**src/rtl/fir_pkg.sv**
```systemverilog
// Shared types and sizing helpers for the FIR multiply-accumulate engine.
package fir_pkg;

    typedef enum logic [1:0] {
        IDLE,
        READY,
        MAC,
        OUT
    } state_t;

    // Index width for an n-entry structure; never narrower than one bit.
    function automatic int ptr_width(input int n);
        return (n > 1) ? $clog2(n) : 1;
    endfunction

    function automatic int acc_width(input int data_w, input int coef_w, input int taps);
        return data_w + coef_w + $clog2(taps);
    endfunction

endpackage

```
**src/rtl/fir_delay_line.sv**
```systemverilog
// One channel's circular sample history; tap k returns the sample written k writes ago.
module fir_delay_line
    import fir_pkg::*;
#(
    parameter int DATA_W = 16,
    parameter int TAPS   = 8,
    localparam int PW    = ptr_width(TAPS)
) (
    input  logic                     clk,
    input  logic                     rst,
    input  logic                     we,
    input  logic [DATA_W-1:0]        wdata,
    input  logic [PW-1:0]            tap,
    output logic signed [DATA_W-1:0] rdata
);

    logic signed [DATA_W-1:0] mem_reg [TAPS];
    logic [PW-1:0]            ptr_reg;
    logic [PW:0]              rd_sum;
    logic [PW-1:0]            rd_idx;

    always_ff @(posedge clk) begin
        if (!rst) begin
            ptr_reg <= '0;
            for (int i = 0; i < TAPS; i++) begin
                mem_reg[i] <= '0;
            end
        end else if (we) begin
            mem_reg[ptr_reg] <= wdata;
            ptr_reg          <= (ptr_reg == PW'(TAPS - 1)) ? '0 : ptr_reg + 1'b1;
        end
    end

    // ptr_reg points one past the newest sample, so newest-minus-k is ptr-1-k modulo TAPS.
    assign rd_sum = (PW+1)'(ptr_reg) + (PW+1)'(TAPS - 1) - (PW+1)'(tap);
    assign rd_idx = (rd_sum >= (PW+1)'(TAPS)) ? PW'(rd_sum - (PW+1)'(TAPS)) : PW'(rd_sum);
    assign rdata  = mem_reg[rd_idx];

endmodule

```
**src/rtl/fir_mac_engine.sv**
```systemverilog
// Multi-channel FIR filter, one multiply-accumulate per cycle with valid/ready handshakes.
// Define FIR_SATURATE_EN to clamp results (and flag it) instead of wrapping them.
module fir_mac_engine
    import fir_pkg::*;
#(
    parameter int DATA_W   = 16,
    parameter int COEF_W   = 16,
    parameter int TAPS     = 8,
    parameter int CHANNELS = 2,
    parameter int SHIFT    = 15,
    localparam int PW      = ptr_width(TAPS),
    localparam int CW      = ptr_width(CHANNELS)
) (
    input  logic              clk,
    input  logic              rst,
    input  logic              btn,
    input  logic              coef_we,
    input  logic [PW-1:0]     coef_addr,
    input  logic [COEF_W-1:0] coef_data,
    input  logic              in_valid,
    output logic              in_ready,
    input  logic [DATA_W-1:0] in_data,
    input  logic [CW-1:0]     in_chan,
    output logic              out_valid,
    input  logic              out_ready,
    output logic [DATA_W-1:0] out_data,
    output logic [CW-1:0]     out_chan,
    output logic              busy,
    output logic              sat_flag,
    output logic              chan_err
);

    localparam int AW    = acc_width(DATA_W, COEF_W, TAPS);
    localparam int PRODW = DATA_W + COEF_W;

    state_t                   state_reg;
    logic                     btn_prev_reg;
    logic signed [COEF_W-1:0] coef_reg [TAPS];
    logic [PW-1:0]            tap_reg;
    logic [CW-1:0]            chan_reg;
    logic signed [AW-1:0]     acc_reg;
    logic [DATA_W-1:0]        out_data_reg;
    logic [CW-1:0]            out_chan_reg;
    logic                     sat_reg;
    logic                     chan_err_reg;

    logic                     transfer;
    logic                     chan_ok;
    logic                     coef_open;
    logic                     last_tap;
    logic signed [DATA_W-1:0] tap_data [CHANNELS];
    logic signed [DATA_W-1:0] sample;
    logic signed [PRODW-1:0]  prod;
    logic signed [AW-1:0]     acc_sum;
    logic [DATA_W-1:0]        result;
    logic                     sat_hit;

    assign in_ready  = (state_reg == READY);
    assign transfer  = in_ready && in_valid;
    assign chan_ok   = (int'(in_chan) < CHANNELS);
    assign coef_open = (state_reg == IDLE) || (state_reg == READY);
    assign last_tap  = (tap_reg == PW'(TAPS - 1));

    generate
        for (genvar gi = 0; gi < CHANNELS; gi++) begin : g_chan
            fir_delay_line #(
                .DATA_W (DATA_W),
                .TAPS   (TAPS)
            ) u_line (
                .clk   (clk),
                .rst   (rst),
                .we    (transfer && chan_ok && (in_chan == CW'(gi))),
                .wdata (in_data),
                .tap   (tap_reg),
                .rdata (tap_data[gi])
            );
        end
    endgenerate

    assign sample  = tap_data[chan_reg];
    assign prod    = sample * coef_reg[tap_reg];
    assign acc_sum = acc_reg + {{(AW - PRODW){prod[PRODW-1]}}, prod};

`ifdef FIR_SATURATE_EN
    logic signed [AW-1:0] shifted;
    assign shifted = acc_sum >>> SHIFT;

    // In range only when every bit from the output sign bit upward agrees.
    always_comb begin
        sat_hit = !((&shifted[AW-1:DATA_W-1]) || !(|shifted[AW-1:DATA_W-1]));
        if (sat_hit) begin
            result = shifted[AW-1] ? {1'b1, {(DATA_W-1){1'b0}}} : {1'b0, {(DATA_W-1){1'b1}}};
        end else begin
            result = shifted[DATA_W-1:0];
        end
    end
`else
    assign sat_hit = 1'b0;
    assign result  = DATA_W'(acc_sum >>> SHIFT);
`endif

    always_ff @(posedge clk) begin
        if (!rst) begin
            state_reg    <= IDLE;
            btn_prev_reg <= 1'b0;
            tap_reg      <= '0;
            chan_reg     <= '0;
            acc_reg      <= '0;
            out_data_reg <= '0;
            out_chan_reg <= '0;
            sat_reg      <= 1'b0;
            chan_err_reg <= 1'b0;
            for (int i = 0; i < TAPS; i++) begin
                coef_reg[i] <= '0;
            end
        end else begin
            btn_prev_reg <= btn;
            // Coefficients are frozen while a result is being computed or presented.
            if (coef_we && coef_open && (int'(coef_addr) < TAPS)) begin
                coef_reg[coef_addr] <= coef_data;
            end
            case (state_reg)
                IDLE: begin
                    if (btn_prev_reg && !btn) begin
                        state_reg <= READY;
                    end
                end
                READY: begin
                    if (in_valid) begin
                        if (chan_ok) begin
                            chan_reg  <= in_chan;
                            tap_reg   <= '0;
                            acc_reg   <= '0;
                            state_reg <= MAC;
                        end else begin
                            chan_err_reg <= 1'b1;
                        end
                    end
                end
                MAC: begin
                    acc_reg <= acc_sum;
                    if (last_tap) begin
                        tap_reg      <= '0;
                        out_data_reg <= result;
                        out_chan_reg <= chan_reg;
                        sat_reg      <= sat_reg | sat_hit;
                        state_reg    <= OUT;
                    end else begin
                        tap_reg <= tap_reg + 1'b1;
                    end
                end
                OUT: begin
                    if (out_ready) begin
                        state_reg <= READY;
                    end
                end
                default: state_reg <= IDLE;
            endcase
        end
    end

    assign out_valid = (state_reg == OUT);
    assign busy      = (state_reg == MAC) || (state_reg == OUT);
    assign out_data  = out_data_reg;
    assign out_chan  = out_chan_reg;
    assign sat_flag  = sat_reg;
    assign chan_err  = chan_err_reg;

endmodule

```
**config.mk**
```make
export PLATFORM = sky130hd
export DESIGN_NAME = fir_mac_engine
export DESIGN_NICKNAME = d
export VERILOG_FILES = /design/src/rtl/fir_pkg.sv /design/src/rtl/fir_delay_line.sv /design/src/rtl/fir_mac_engine.sv
export SDC_FILE = /design/constraint.sdc
export NUM_CORES = 1
export LEC_CHECK = 0
export ABC_AREA = 0
export BUFFER_PORTS_ARGS = -buffer_cell sky130_fd_sc_hd__buf_2
export CELL_PAD_IN_SITES_DETAIL_PLACEMENT = 0
export CELL_PAD_IN_SITES_GLOBAL_PLACEMENT = 1
export CORE_ASPECT_RATIO = 1.25
export CORE_MARGIN = 8
export CORE_UTILIZATION = 48
export CTS_BUF_LIST = sky130_fd_sc_hd__clkbuf_16
export DETAILED_ROUTE_END_ITERATION = 6
export HOLD_SLACK_MARGIN = 0.12
export PLACE_DENSITY_LB_ADDON = 0.1
export RECOVER_POWER = 100
export SYNTH_ARGS = -nofsm -noshare
export SYNTH_HDL_FRONTEND = slang
export SYNTH_HIERARCHICAL = 1
export SYNTH_SLANG_ARGS = --single-unit
```
**constraint.sdc**
```tcl
create_clock -name clk -period 9.9 [get_ports clk]
set_input_delay 1.98 -clock clk [delete_from_list [all_inputs] [get_ports clk]]
set_output_delay 1.98 -clock clk [all_outputs]
set_load 0.1 [all_outputs]
```
==> flow_metrics.tcl <==
set metrics [dict create \
    skew_ns 0.0276 \
    yosysMostFrequentCell "edfxtp_1" \
    final_hold_viol_count 0 \
    finalMaxSlewViolations 354 \
    violations "capacitance limit, slew limit" \
    io_buffers 61 \
    hold_end "out_data[5]" \
    clockBufferDepth 3 \
    drive_gt1_frac 0.138 \
    crit_top_cell "inv_1" \
    die_x_um 244 \
    wirelength_um 83900 \
    cpPeakStageDelay_ns 0.73 \
    drt_iter0_markers 1321 \
    hp-start "out_data[5]" \
    grt_pass1_wl_um 128000 \
    synth_top_area_share 0.371 \
    cts_tree "yes" \
    io_pins 64 \
    antenna_found_initial 3 \
    grt_pass1_vias 21700 \
    groute.usage.overall 0.227 \
    arrival_ns 10.13 \
    r2r_slack_ns 0.26 \
    initial_core_util 0.484 \
    gp_congestion 0.872 \
    cts_root_buffer "clkbuf_16" \
    period_share 0.974 \
    via_count 20500 \
    maxSlewHeadroom -1.03 \
    start_kind "flop" \
    max-cap-violations 10 \
    num_rows 104 \
    core_area_sq_um 64300 \
    grt_overflow_total 0 \
    clk_latency_ns 0.62 \
    cts_made_buffers 49 \
    finalSetupViolations 0 \
    ant_nets 0 \
    ys_warn_count 6 \
    largest_reg_flops 256 \
    synth_top_family_by_area "adder cells" \
    synth-xor-area-share 0.0189 \
    synth.avg_cell_area_sq_um 11.7 \
    yosysUniqueCellTypes 71 \
    fin_nets 3211 \
    critPathMaxFanout 8 \
    tightest_slew_ns 3.05 \
    htreeDepth 2 \
    ys.flop_type "edfxtp_1" \
    crit_type "flop to flop" \
    async_reset_ff_frac 0 \
    r2r_start "tap_reg[0]" \
    clkSlewWorstSetupHoldPaths_ns 0.06 \
    reg2reg_depth 39 \
    drc 0 \
    tns_ns 0 \
    dieArea_sq_um 73200 \
    synth_adder_area_share 0.218 \
    hold_depth 2 \
    max_freq_mhz 104 \
    synth-compound-area-share 0.0474 \
    ys_top_cells_by_count "384 x edfxtp_1, 327 x inv_1, 267 x nor3_1" \
    dieHeight_um 301 \
    yosys.area_share.simple 0.136 \
    ys_ff_latch 448 \
    areaGrowthSynthToFinish_pct 12.0 \
    startpoint "tap_reg[0]" \
    first_pass_iters 6 \
    post-route-min-period_ns 9.64 \
    synth_seq_area_share 0.412 \
    worstSetupEndpointType "flop" \
    grt_max_degree 69 \
    grt_use_met3 0.0318 \
    wl_per_cell_um 22.8 \
    synthCells 2657 \
    clkSinkCount 448 \
    outcome "finished, violations left" \
    grtUsageMet2 0.389 \
    via_per_inst 5.57 \
    dp_hpwl_um 60100 \
    cp.required_ns 10.39 \
    min_path_type "flop to flop" \
    synthMuxAreaShare 0.105 \
    gr-max-usage-layer "met2" \
    synthTopCellsByArea "edfxtp_1 37%, fa_1 17%, ha_1 5.1%, nor3_1 4.3%, dfxtp_1 4.1%" \
    worstReg2RegEnd "acc_reg[28]" \
    use_met1 0.283 \
    cpMaxStageDelayCell "fa_2" \
    synth_edf_count 384 \
    yosysTopAreaCell "edfxtp_1" \
    synth_area_sq_um 31100 \
]
## cell usage in the layout (no fill, tap or decap), drive strengths merged, types with 4 or more instances in the layout
| cell | n |
|---|---|
| a211oi | 8 |
| a21o | 21 |
| a21oi | 67 |
| a22oi | 22 |
| a31oi | 6 |
| and2 | 156 |
| and3 | 7 |
| buf | 146 |
| bufinv | 5 |
| clkbuf | 110 |
| clkinv | 56 |
| dfxtp | 64 |
| edfxtp | 384 |
| fa | 259 |
| ha | 126 |
| inv | 339 |
| mux2 | 56 |
| mux2i | 31 |
| mux4 | 96 |
| nand2 | 160 |
| nand2b | 44 |
| nand3 | 15 |
| nand3b | 6 |
| nor2 | 178 |
| nor2b | 5 |
| nor3 | 267 |
| o21a | 9 |
| o21ai | 55 |
| o31a | 5 |
| or2 | 10 |
| or3 | 5 |
| or3b | 4 |
| xnor2 | 44 |
| xor2 | 15 |
## stage by stage
stage / utilization / instances / hold slack (ns) / setup slack, ns / area [sq um]
after floorplan: - / 2658 / 0.436 / 0.208 / 31100
after global placement: 0.513 / 3567 / 0.443 / 0.110 / 33000
after detailed placement: 0.513 / 3567 / 0.448 / 0.00217 / 33000
after CTS: 0.539 / 3659 / 0.458 / 0.0159 / 34600
after global routing: 0.541 / 3673 / 0.471 / -0.0327 / 34800
final: 0.541 / 3675 / 0.458 / 0.260 / 34800
## logic make-up after synthesis
family	Yosys count
and+or+nand+nor	865
buffers and inverters	491
DFF	448
adders and majority gates	385
AOI/OAI and AO/OA	222
muxes	183
xor gates and xnor gates	62
other	1
## routing by layer
| layer | wire, um | part of all wire |
|---|---|---|
| met2 | 42000 | 0.50 |
| met5 | 0 | 0 |
| met1 | 33600 | 0.40 |
| met4 | 4310 | 0.051 |
| met3 | 3930 | 0.047 |
## area by class of cell
| cell class | count | area [sq um] |
|---|---|---|
| Fill cell | 5687 | 29500 |
| Multi-Input combinational cell | 1719 | 16600 |
| Inverter | 359 | 1350 |
| Sequential cell | 448 | 12800 |
| Clock inverter | 42 | 359 |
| Timing Repair Buffer | 207 | 1420 |
| Antenna cell | 3 | 7.51 |
| Clock buffer | 49 | 1230 |
| Tap cell | 848 | 1060 |
## worst max path at each step
stage                     cells past startpoint            to
after floorplan                              37   acc_reg[30]
after global placement                       36   acc_reg[30]
after CTS                                    39   acc_reg[30]
after global routing                         38  out_data[13]
final                                        39   acc_reg[28]
after detailed placement                     39   acc_reg[30]
## what timing repair did
item	4_1_cts	5_1_grt
pin swaps	1	18
cloned	1	3
resized for setup	5	58
hold buffers	0	0
endpoints found under the setup margin	2	19
buffers inserted	0	10
## critical path: cells and delay by family, from the launching register on
family / cells / cell delay (ns)
flip-flops: 1 / 0.37
adder cells (fa/ha/maj): 10 / 3.91
XOR/XNOR: 2 / 0.37
multiplexers: 3 / 1.15
buffers and inverters: 10 / 0.86
AO/OA/AOI/OAI: 8 / 1.58
AND/OR/NAND/NOR: 6 / 1.28
Power is left out: the tool's default activity adds up to more than one toggle a clock period on the data nets, which glitch-free logic cannot reach.
